<file path="src/rtl/mix_engine.sv">
// mix_engine: multi-channel SDRAM sample mixer.
// Each armed channel owns a header word (sample count) followed by packed
// stereo samples. Every frame fetches one sample per active channel,
// attenuates each lane by its channel's shift, sums with saturation and
// presents the result for INTERP audio handshakes.
module mix_engine #(
    parameter int NCH    = 4,
    parameter int AW     = 23,
    parameter int INTERP = 2,
    parameter int GW     = 3
) (
    input  logic                     i_clk,
    input  logic                     i_rst_n,
    input  logic                     start_valid,
    input  logic [$clog2(NCH)-1:0]   start_ch,
    input  logic [AW-1:0]            start_addr,
    input  logic [NCH*GW-1:0]        gain,
    input  logic                     stop,
    output logic [NCH-1:0]           ch_active,
    output logic                     done,
    output logic                     mem_read,
    output logic [AW-1:0]            mem_addr,
    input  logic [31:0]              mem_readdata,
    input  logic                     mem_finished,
    output logic                     aud_valid,
    output logic [31:0]              aud_data,
    input  logic                     aud_ready
);

    localparam int CW = $clog2(NCH);
    localparam int SW = 16 + CW;
    localparam int HW = 4;
    localparam logic signed [SW-1:0] SAT_MAX = SW'(32767);
    localparam logic signed [SW-1:0] SAT_MIN = SW'(-32768);

    typedef enum logic [2:0] {
        IDLE  = 3'd0,
        HDR   = 3'd1,
        FETCH = 3'd2,
        SUM   = 3'd3,
        PLAY  = 3'd4
    } state_t;

    state_t            r_state;
    logic [NCH-1:0]    r_pending;
    logic [NCH-1:0]    r_ch_active;
    logic [AW-1:0]     r_saddr [NCH];
    logic [AW-1:0]     r_rd    [NCH];
    logic [AW-1:0]     r_end   [NCH];
    logic [31:0]       r_samp  [NCH];
    logic [CW-1:0]     r_idx;
    logic [CW-1:0]     r_cur;
    logic [HW-1:0]     r_hs;
    logic              r_any_act;
    logic              r_mem_read;
    logic [AW-1:0]     r_mem_addr;
    logic              r_aud_valid;
    logic [31:0]       r_aud_data;
    logic              r_done;

    logic [NCH-1:0]    w_set;
    logic [NCH-1:0]    w_cur_mask;
    logic [NCH-1:0]    w_pend_after_hdr;
    logic [CW-1:0]     w_low;
    logic signed [SW-1:0] w_acc_l;
    logic signed [SW-1:0] w_acc_r;
    logic [31:0]       w_mix;

    // Sign-extend one 16-bit lane to the accumulator width and attenuate it.
    function automatic logic signed [SW-1:0] f_lane(input logic [15:0] s, input logic [GW-1:0] g);
        logic signed [SW-1:0] e;
        e = {{(SW-16){s[15]}}, s};
        return e >>> g;
    endfunction

    // Clamp an accumulated lane to the signed 16-bit range.
    function automatic logic [15:0] f_sat(input logic signed [SW-1:0] v);
        logic [15:0] res;
        if (v > SAT_MAX) begin
            res = 16'h7FFF;
        end else if (v < SAT_MIN) begin
            res = 16'h8000;
        end else begin
            res = v[15:0];
        end
        return res;
    endfunction

    assign ch_active = r_ch_active;
    assign done      = r_done;
    assign mem_read  = r_mem_read;
    assign mem_addr  = r_mem_addr;
    assign aud_valid = r_aud_valid;
    assign aud_data  = r_aud_data;

    // One-hot masks for a new arm request and the header currently in flight.
    always_comb begin
        w_set      = '0;
        w_cur_mask = '0;
        if (start_valid) begin
            w_set[start_ch] = 1'b1;
        end else begin
            w_set = '0;
        end
        w_cur_mask[r_cur] = 1'b1;
        w_pend_after_hdr  = (r_pending & ~w_cur_mask) | w_set;
    end

    // Lowest-index pending channel gets its header serviced first.
    always_comb begin
        w_low = '0;
        for (int c = NCH - 1; c >= 0; c--) begin
            w_low = r_pending[c] ? CW'(c) : w_low;
        end
    end

    // Attenuate and sum every channel's latched sample, then saturate per lane.
    always_comb begin
        w_acc_l = '0;
        w_acc_r = '0;
        for (int c = 0; c < NCH; c++) begin
            w_acc_l = w_acc_l + f_lane(r_samp[c][31:16], gain[c*GW +: GW]);
            w_acc_r = w_acc_r + f_lane(r_samp[c][15:0],  gain[c*GW +: GW]);
        end
        w_mix = {f_sat(w_acc_l), f_sat(w_acc_r)};
    end

    // Control FSM with all datapath registers; stop overrides everything.
    always_ff @(posedge i_clk or negedge i_rst_n) begin
        if (!i_rst_n) begin
            r_state     <= IDLE;
            r_pending   <= '0;
            r_ch_active <= '0;
            r_idx       <= '0;
            r_cur       <= '0;
            r_hs        <= '0;
            r_any_act   <= 1'b0;
            r_mem_read  <= 1'b0;
            r_mem_addr  <= '0;
            r_aud_valid <= 1'b0;
            r_aud_data  <= 32'h0000_0000;
            r_done      <= 1'b0;
            for (int c = 0; c < NCH; c++) begin
                r_saddr[c] <= '0;
                r_rd[c]    <= '0;
                r_end[c]   <= '0;
                r_samp[c]  <= 32'h0000_0000;
            end
        end else if (stop) begin
            r_state     <= IDLE;
            r_pending   <= '0;
            r_ch_active <= '0;
            r_idx       <= '0;
            r_hs        <= '0;
            r_any_act   <= 1'b0;
            r_mem_read  <= 1'b0;
            r_aud_valid <= 1'b0;
            r_done      <= 1'b1;
        end else begin
            r_done    <= 1'b0;
            r_pending <= r_pending | w_set;
            if (start_valid) begin
                r_saddr[start_ch] <= start_addr;
            end
            case (r_state)
                IDLE: begin
                    if (|(r_pending | w_set)) begin
                        r_state <= HDR;
                    end else begin
                        r_state <= IDLE;
                    end
                end
                HDR: begin
                    if (!r_mem_read) begin
                        r_cur      <= w_low;
                        r_mem_read <= 1'b1;
                        r_mem_addr <= r_saddr[w_low];
                    end else if (mem_finished) begin
                        r_mem_read         <= 1'b0;
                        r_rd[r_cur]        <= r_mem_addr + AW'(1);
                        r_end[r_cur]       <= r_mem_addr + AW'(1) + mem_readdata[AW-1:0];
                        r_ch_active[r_cur] <= |mem_readdata[AW-1:0];
                        r_pending          <= w_pend_after_hdr;
                        if (|w_pend_after_hdr) begin
                            r_state <= HDR;
                        end else begin
                            r_state   <= FETCH;
                            r_idx     <= '0;
                            r_any_act <= 1'b0;
                        end
                    end
                end
                FETCH: begin
                    if (!r_mem_read) begin
                        r_any_act <= r_any_act | r_ch_active[r_idx];
                        if (r_ch_active[r_idx]) begin
                            r_mem_read <= 1'b1;
                            r_mem_addr <= r_rd[r_idx];
                        end else begin
                            r_samp[r_idx] <= 32'h0000_0000;
                            if (r_idx == CW'(NCH - 1)) begin
                                r_idx   <= '0;
                                r_state <= SUM;
                            end else begin
                                r_idx <= r_idx + CW'(1);
                            end
                        end
                    end else if (mem_finished) begin
                        r_mem_read    <= 1'b0;
                        r_samp[r_idx] <= mem_readdata;
                        r_rd[r_idx]   <= r_rd[r_idx] + AW'(1);
                        if ((r_rd[r_idx] + AW'(1)) == r_end[r_idx]) begin
                            r_ch_active[r_idx] <= 1'b0;
                        end
                        if (r_idx == CW'(NCH - 1)) begin
                            r_idx   <= '0;
                            r_state <= SUM;
                        end else begin
                            r_idx <= r_idx + CW'(1);
                        end
                    end
                end
                SUM: begin
                    r_aud_data <= w_mix;
                    if (!r_any_act && (r_pending == '0)) begin
                        r_state <= IDLE;
                        r_done  <= 1'b1;
                    end else begin
                        r_state     <= PLAY;
                        r_aud_valid <= 1'b1;
                        r_hs        <= '0;
                    end
                end
                PLAY: begin
                    if (aud_ready) begin
                        if (r_hs == HW'(INTERP - 1)) begin
                            r_hs        <= '0;
                            r_aud_valid <= 1'b0;
                            if (|(r_pending | w_set)) begin
                                r_state <= HDR;
                            end else begin
                                r_state   <= FETCH;
                                r_idx     <= '0;
                                r_any_act <= 1'b0;
                            end
                        end else begin
                            r_hs <= r_hs + HW'(1);
                        end
                    end
                end
                default: begin
                    r_state     <= IDLE;
                    r_mem_read  <= 1'b0;
                    r_aud_valid <= 1'b0;
                end
            endcase
        end
    end

endmodule

</file>
<file path="config.mk">
export PLATFORM = sky130hd
export DESIGN_NAME = mix_engine
export DESIGN_NICKNAME = d
export VERILOG_FILES = /design/src/rtl/mix_engine.sv
export SDC_FILE = /design/constraint.sdc
export NUM_CORES = 1
export LEC_CHECK = 0
export CAP_MARGIN = 20
export CORE_MARGIN = 5
export CORE_UTILIZATION = 40
export CTS_BUF_LIST = sky130_fd_sc_hd__clkbuf_8
export CTS_CLUSTER_SIZE = 12
export DETAILED_ROUTE_END_ITERATION = 10
export PLACE_DENSITY_LB_ADDON = 0.1
export SYNTH_ARGS = -nofsm -noshare
export SYNTH_HDL_FRONTEND = slang
export SYNTH_SLANG_ARGS = --single-unit
</file>
<file path="constraint.sdc">
create_clock -name i_clk -period 4.8 [get_ports i_clk]
set_input_delay 1.2 -clock i_clk [delete_from_list [all_inputs] [get_ports i_clk]]
set_output_delay 1.2 -clock i_clk [all_outputs]
set_load 0.005 [all_outputs]
</file>
* Yosys cells after proc, flatten, opt, wreduce, memory -nomap -nowiden *
Index checks and enable logic that the tools add are counted.

word-level totals
  bits in registers = 482
  input port bits = 75
  output and inout bits = 62

operators by class
  add/sub/neg operators = 11
  $lt $le $gt $ge = 17
  equality and inequality tests = 31
  shifts and indexed selects = 8
  mux-type cells = 117
  bitwise operators = 15
  reductions and logical operators = 32

operators by type and width
  cell                   number
  $mux 128               3
  $bwmux 92              4
  $mux 92                4
  $mux 23                12
  $pmux 92 s2            1
  $sshr 16x3->18         8
  $bmux 23 s2            3
  $demux 23 s2           3
  $and 128x128->128      1
  $bwmux 128             1
  $not 128->128          1
  $add 18x18->18         6
  $demux 32 s2           1
  $mux 16                4
  $mux 4                 15
  $add 23x1->23 const B  2
  $pmux 23 s2            1
  $gt 18x16->1 const B   2
  $lt 18x16->1 const B   2
  $mux 2                 17
  $ne 3x3->1 const B     11
  $mux 32                1
  $mux 3                 10
  $mux 1                 25
  other kinds (46)       93

* Depth between registers and ports, before layout *
  depth in word-level cells = 13
  depth in mapped cells = 22
  depth with buffers taken out = 20

* Worst setup path after synthesis *
No wires, ideal clock.

  path kind = input port to flip-flop
  start point = in gain[1]
  end point = reg r_aud_data[23], in the netlist aud_data[23]
  arrival = 6367 ps
  slack = -1644 ps
  stages = 22
  path buffers = 3
  cell sequence = clkbuf_1 clkbuf_1 mux2i_1 a211oi_1 a21oi_1 fa_1 inv_1 fa_1 ha_1 inv_1 fa_1 nor2b_1 o21a_1 a311oi_1 o2bb2ai_1 o211ai_1 a31oi_1 o21ai_0 xnor2_1 clkbuf_1 o21ai_0 a21oi_1

between the ends
  word-level cells in the longest chain between the ends = 7
  elaborated cells on any way between the ends = 8

ends and longest elaborated chain
  item                             RTL line  source
  start: declaration               17        input logic [NCH*GW-1:0] gain,
  $sshr 16x3->18 (*)               73        return e >>> g;
  $add 18x18->18 (*) (3 in a row)  122       w_acc_l = w_acc_l + f_lane(r_samp[c][31:16], gain[c*GW +: GW]);
  $lt 18x16->1                     81        end else if (v < SAT_MIN) begin
  $mux 16                          81
  $mux 16 (*)                      79        if (v > SAT_MAX) begin
  end signal: assignment           224       r_aud_data <= w_mix;
  end: declaration                 58        logic [31:0] r_aud_data;

Every way passes the cells marked *; elsewhere a longest branch is shown, timed or not.
A chain may end at the register's enable or synchronous reset.

* Worst setup path in the final report *
  start point = in gain[6]
  end point = reg r_aud_data[20], in the netlist aud_data[20]

between the ends
  word-level cells in the longest chain between the ends = 6
  elaborated cells on any way between the ends = 7

ends and longest elaborated chain
  item                             RTL line
  $sshr 16x3->18 (*)               73
  $add 18x18->18 (*) (2 in a row)  122
  $lt 18x16->1                     81
  $mux 16                          81
  $mux 16 (*)                      79

Marks and branches as above.

==> results.json <==
{
  "routedWlPerCell_um": 23.89,
  "critPathMaxFanout": 11,
  "fillers": 6881,
  "routed_via_density": 5.620,
  "cpPeakStageDelay_ns": 0.60,
  "stdcell_area_um2": 37630,
  "core_area_um2": 74320,
  "drive_gt1_share_pct": 27.06,
  "grt_max_degree": 109,
  "synthCells": 2908,
  "fin_crit_ns": 5.101,
  "grt_pass1_vias": 25220,
  "tightestPinTransition_ns": 1.265,
  "syn-cell-area_um2": 29900,
  "fin_ws_ns": -0.3009,
  "initial_core_util_pct": 40.23,
  "synth_ff_type": "dfrtp_1",
  "crit_path_end_kind": "flop",
  "dieArea_um2": 80310,
  "path_clk_slew_ns": 0.05,
  "hpwl_mm": 77.44,
  "slew_headroom_pct": 15.70,
  "yosysMostFrequentCell": "dfrtp_1",
  "ys_ff_latch": 482,
  "grt_use_total_pct": 25.42,
  "crit_family": "compound AO/OA/AOI/OAI gates",
  "numCtsBuffers": 90,
  "cts_tree": "done",
  "clock-root-buffer": "clkbuf_8",
  "portBuffers": 136,
  "routed_wl_mm": 104.4,
  "max-vdd-ir-drop_mv": 0.2686,
  "io_pins": 137,
  "clock_latency_ns": 0.74,
  "syn_to_final_growth_pct": 25.86,
  "cts_buffer_depth": 3,
  "synth-compound-area-share_pct": 13.44,
  "synth_edf_count": 0,
  "synthXorXnorAreaFrac_pct": 3.268,
  "p_leak_nw": 16.87,
  "fmax_mhz": 196.0,
  "crit_path_top_delay_cell": "fa_2",
  "grt_pass1_wl_mm": 158.7,
  "place.gp.congestion": 0.9391,
  "drt_first_iter_violations": 1844,
  "setup.worst_path.class": "in -> reg",
  "final_max_slew_viol_count": 0,
  "timing.final.crit_share_pct": 106.3,
  "firstDrtPassIters": 6,
  "place_area_um2": 34790,
  "cts-htree-levels": 3,
  "place_ws_ns": -1.311,
  "yosys.area.top_type_share_pct": 40.34,
  "synth-seq-area-share_pct": 40.34,
  "arrival_ns": 5.68,
  "synthMuxAreaShare_pct": 21.15,
  "hold_path.class": "reg -> reg",
  "synth_common_cells": "dfrtp_1 (482), nand2_1 (417), mux2i_1 (265), o21ai_0 (254), mux2_2 (160)",
  "power_density_nw_per_um2": 450.7,
  "grt-ovfl-total": 0,
  "synth_top_family_by_area": "multiplexers",
  "cp_data_required_time_ns": 5.38,
  "synthSimpleGateAreaFrac_pct": 10.90,
  "drc": 0,
  "yosysTopAreaCell": "dfrtp_1",
  "critPathLaunchType": "input pin",
  "rsz0062_at_grt": "yes",
  "setup_violations": 31,
  "num_vias": 24570,
  "avgSynthCellArea_um2": 10.28,
  "yosysWarnings": 0,
  "crit_chain": "buf_4, buf_12, mux2i_1, mux2i_1, fa_2, fa_1, buf_4, fa_2, nor2b_1, o21a_1, a311oi_2, o2bb2ai_2, o211ai_1, a31oi_4, and3_1, o32a_1, buf_6, o221ai_2, a21oi_1",
  "cts.sinks": 482,
  "synth_area_leaders": "dfrtp_1 (40%), mux2i_1 (8.9%), mux4_2 (6.3%), mux2_2 (6.0%), nand2_1 (5.2%)",
  "nets": 3542,
  "syn_nets": 3114,
  "outcome": "complete, but fails checks",
  "yosysUniqueCellTypes": 72,
  "async_reset_ff_share_pct": 100.0,
  "maxCapViolations": 0,
  "finalHoldViolCount": 0,
  "rows": 100,
  "dieHeight_um": 283.4,
  "finClkSkew_ns": 0.07001,
  "violations": "setup timing",
  "antenna_found_initial": 3,
  "synthAdderAreaFrac_pct": 7.165,
  "crit_buf_inv": 4,
  "ant_nets": 0,
  "dieWidth_um": 283.4
}
[worst reg2reg max path, stage by stage, from the launching register on]
cell and delay, ns:
dfrtp_1 0.37, buf_4 0.14, mux2i_2 0.17, mux2i_1 0.15, mux2i_1 0.24, fa_2 0.47
fa_1 0.52, buf_4 0.17, fa_2 0.38, nor2b_1 0.12, o21a_1 0.17, a311oi_2 0.13
o2bb2ai_2 0.15, o211ai_1 0.25, a31oi_4 0.17, and3_1 0.18, o32a_1 0.43, buf_6 0.17
o221ai_2 0.13, a21oi_1 0.08
[area by class of cell]
| cell class | instances | area (µm²) | share of cell area, % |
|---|---|---|---|
| antenna | 2 | 5.005 | 0.01330 |
| clock buffer | 111 | 1528 | 4.060 |
| clock inverter | 45 | 269.0 | 0.7149 |
| inverter | 119 | 446.7 | 1.187 |
| multi-input combinational | 2137 | 17640 | 46.89 |
| sequential | 482 | 12070 | 32.07 |
| tap | 969 | 1212 | 3.222 |
| timing repair buffer | 506 | 4458 | 11.85 |
[cell families after synthesis]
logic type,after synthesis
multiplexers,508
AND/OR/NAND/NOR,740
adder cells (fa/ha/maj),131
XOR/XNOR,106
buffers and inverters,291
AO/OA/AOI/OAI,650
flip-flops,482
[final timing paths]
| check | from | endpoint | slack, ns | depth (start not counted) |
|---|---|---|---|---|
| setup / recovery | gain[6] | aud_data[20]$_DFFE_PN0P_ | -0.30 | 19 |
| hold / removal | r_end[12]$_DFFE_PN0P_ | r_end[12]$_DFFE_PN0P_ | 0.47 | 2 |
| setup reg to reg | r_samp[51]$_DFFE_PN0P_ | aud_data[20]$_DFFE_PN0P_ | 0.07 | 19 |
| hold reg to reg | r_end[12]$_DFFE_PN0P_ | r_end[12]$_DFFE_PN0P_ | 0.47 | 2 |
| max in group asynchronous | i_rst_n | r_end[63]$_DFFE_PN0P_ | 2.96 | 2 |
| min in group asynchronous | i_rst_n | aud_data[14]$_DFFE_PN0P_ | 0.53 | 1 |
[metal layers]
| layer | vias to the layer above | global-route usage (%) | wire [µm] |
|---|---|---|---|
| li1 | 11300 | - | - |
| met1 | 12310 | 35.54 | 46420 |
| met2 | 770 | 40.38 | 48180 |
| met3 | 184 | 4.289 | 6175 |
| met4 | 2 | 8.719 | 3635 |
| met5 | - | 0 | 12 |
[through the flow]
stage	total power [mW]	hold slack, ns	instances	TNS (ns)	utilization, %
final	16.96	0.4711	4371	-7.760	50.63
after global routing	17.95	0.4957	4371	-12.66	50.63
after CTS	16.89	0.4755	4360	-5.064	50.13
after detailed placement	12.61	0.4615	4182	-40.55	46.81
after global placement	12.44	0.4533	4182	-37.66	46.81
after floorplan	9.591	0.4403	2908	-20.10	-
[registers in the layout, summed over array words and instances, names as in the netlist]
name,count
mem_addr,23
r_idx,2
mem_read,1
r_saddr,92
r_any_act,1
r_cur,2
aud_valid,1
ch_active,4
r_samp,128
r_end,92
done,1
r_hs,4
r_rd,92
r_pending,4
r_state,3
aud_data,32
[where the power goes]
group	leakage [nW]	switching, mW	total (mW)	internal (mW)
Combinational	9.41	4.00	7.26	3.26
Sequential	6.42	0.696	5.64	4.94
Clock	1.04	1.91	4.06	2.15
[cells in the final DEF (no fill, tap or decap), types with 9 or more instances in the layout]
master / instances
dfrtp_1: 480
nand2_1: 413
buf_4: 338
o21ai_0: 231
mux2i_1: 204
mux2_2: 157
inv_1: 142
nor2_1: 128
clkdlybuf4s50_1: 123
clkbuf_8: 111
a21oi_1: 89
mux4_2: 83
o22ai_1: 70
a22o_1: 68
xnor2_1: 63
fa_1: 62
ha_1: 58
mux2i_2: 46
nand3_1: 37
xor2_1: 37
a22oi_1: 24
nor3_1: 22
o21a_1: 20
nand2b_1: 19
buf_12: 19
a21o_1: 18
nand4_1: 17
o21ai_1: 16
o211ai_1: 16
buf_6: 16
and3_1: 15
mux2i_4: 15
nor2b_1: 14
o21bai_1: 11
a211oi_1: 10
a21oi_2: 10
nor4_1: 10
o21ai_2: 9
[timing repair]
action / CTS / global route
setup endpoints to repair: 32 / 36
hold buffers: 0 / 0
buffers inserted: 22 / 8
resized for setup: 122 / 64
pin swaps: 32 / 34
cloned: 2 / 1
No activity file was read; power rests on OpenSTA's default activity.
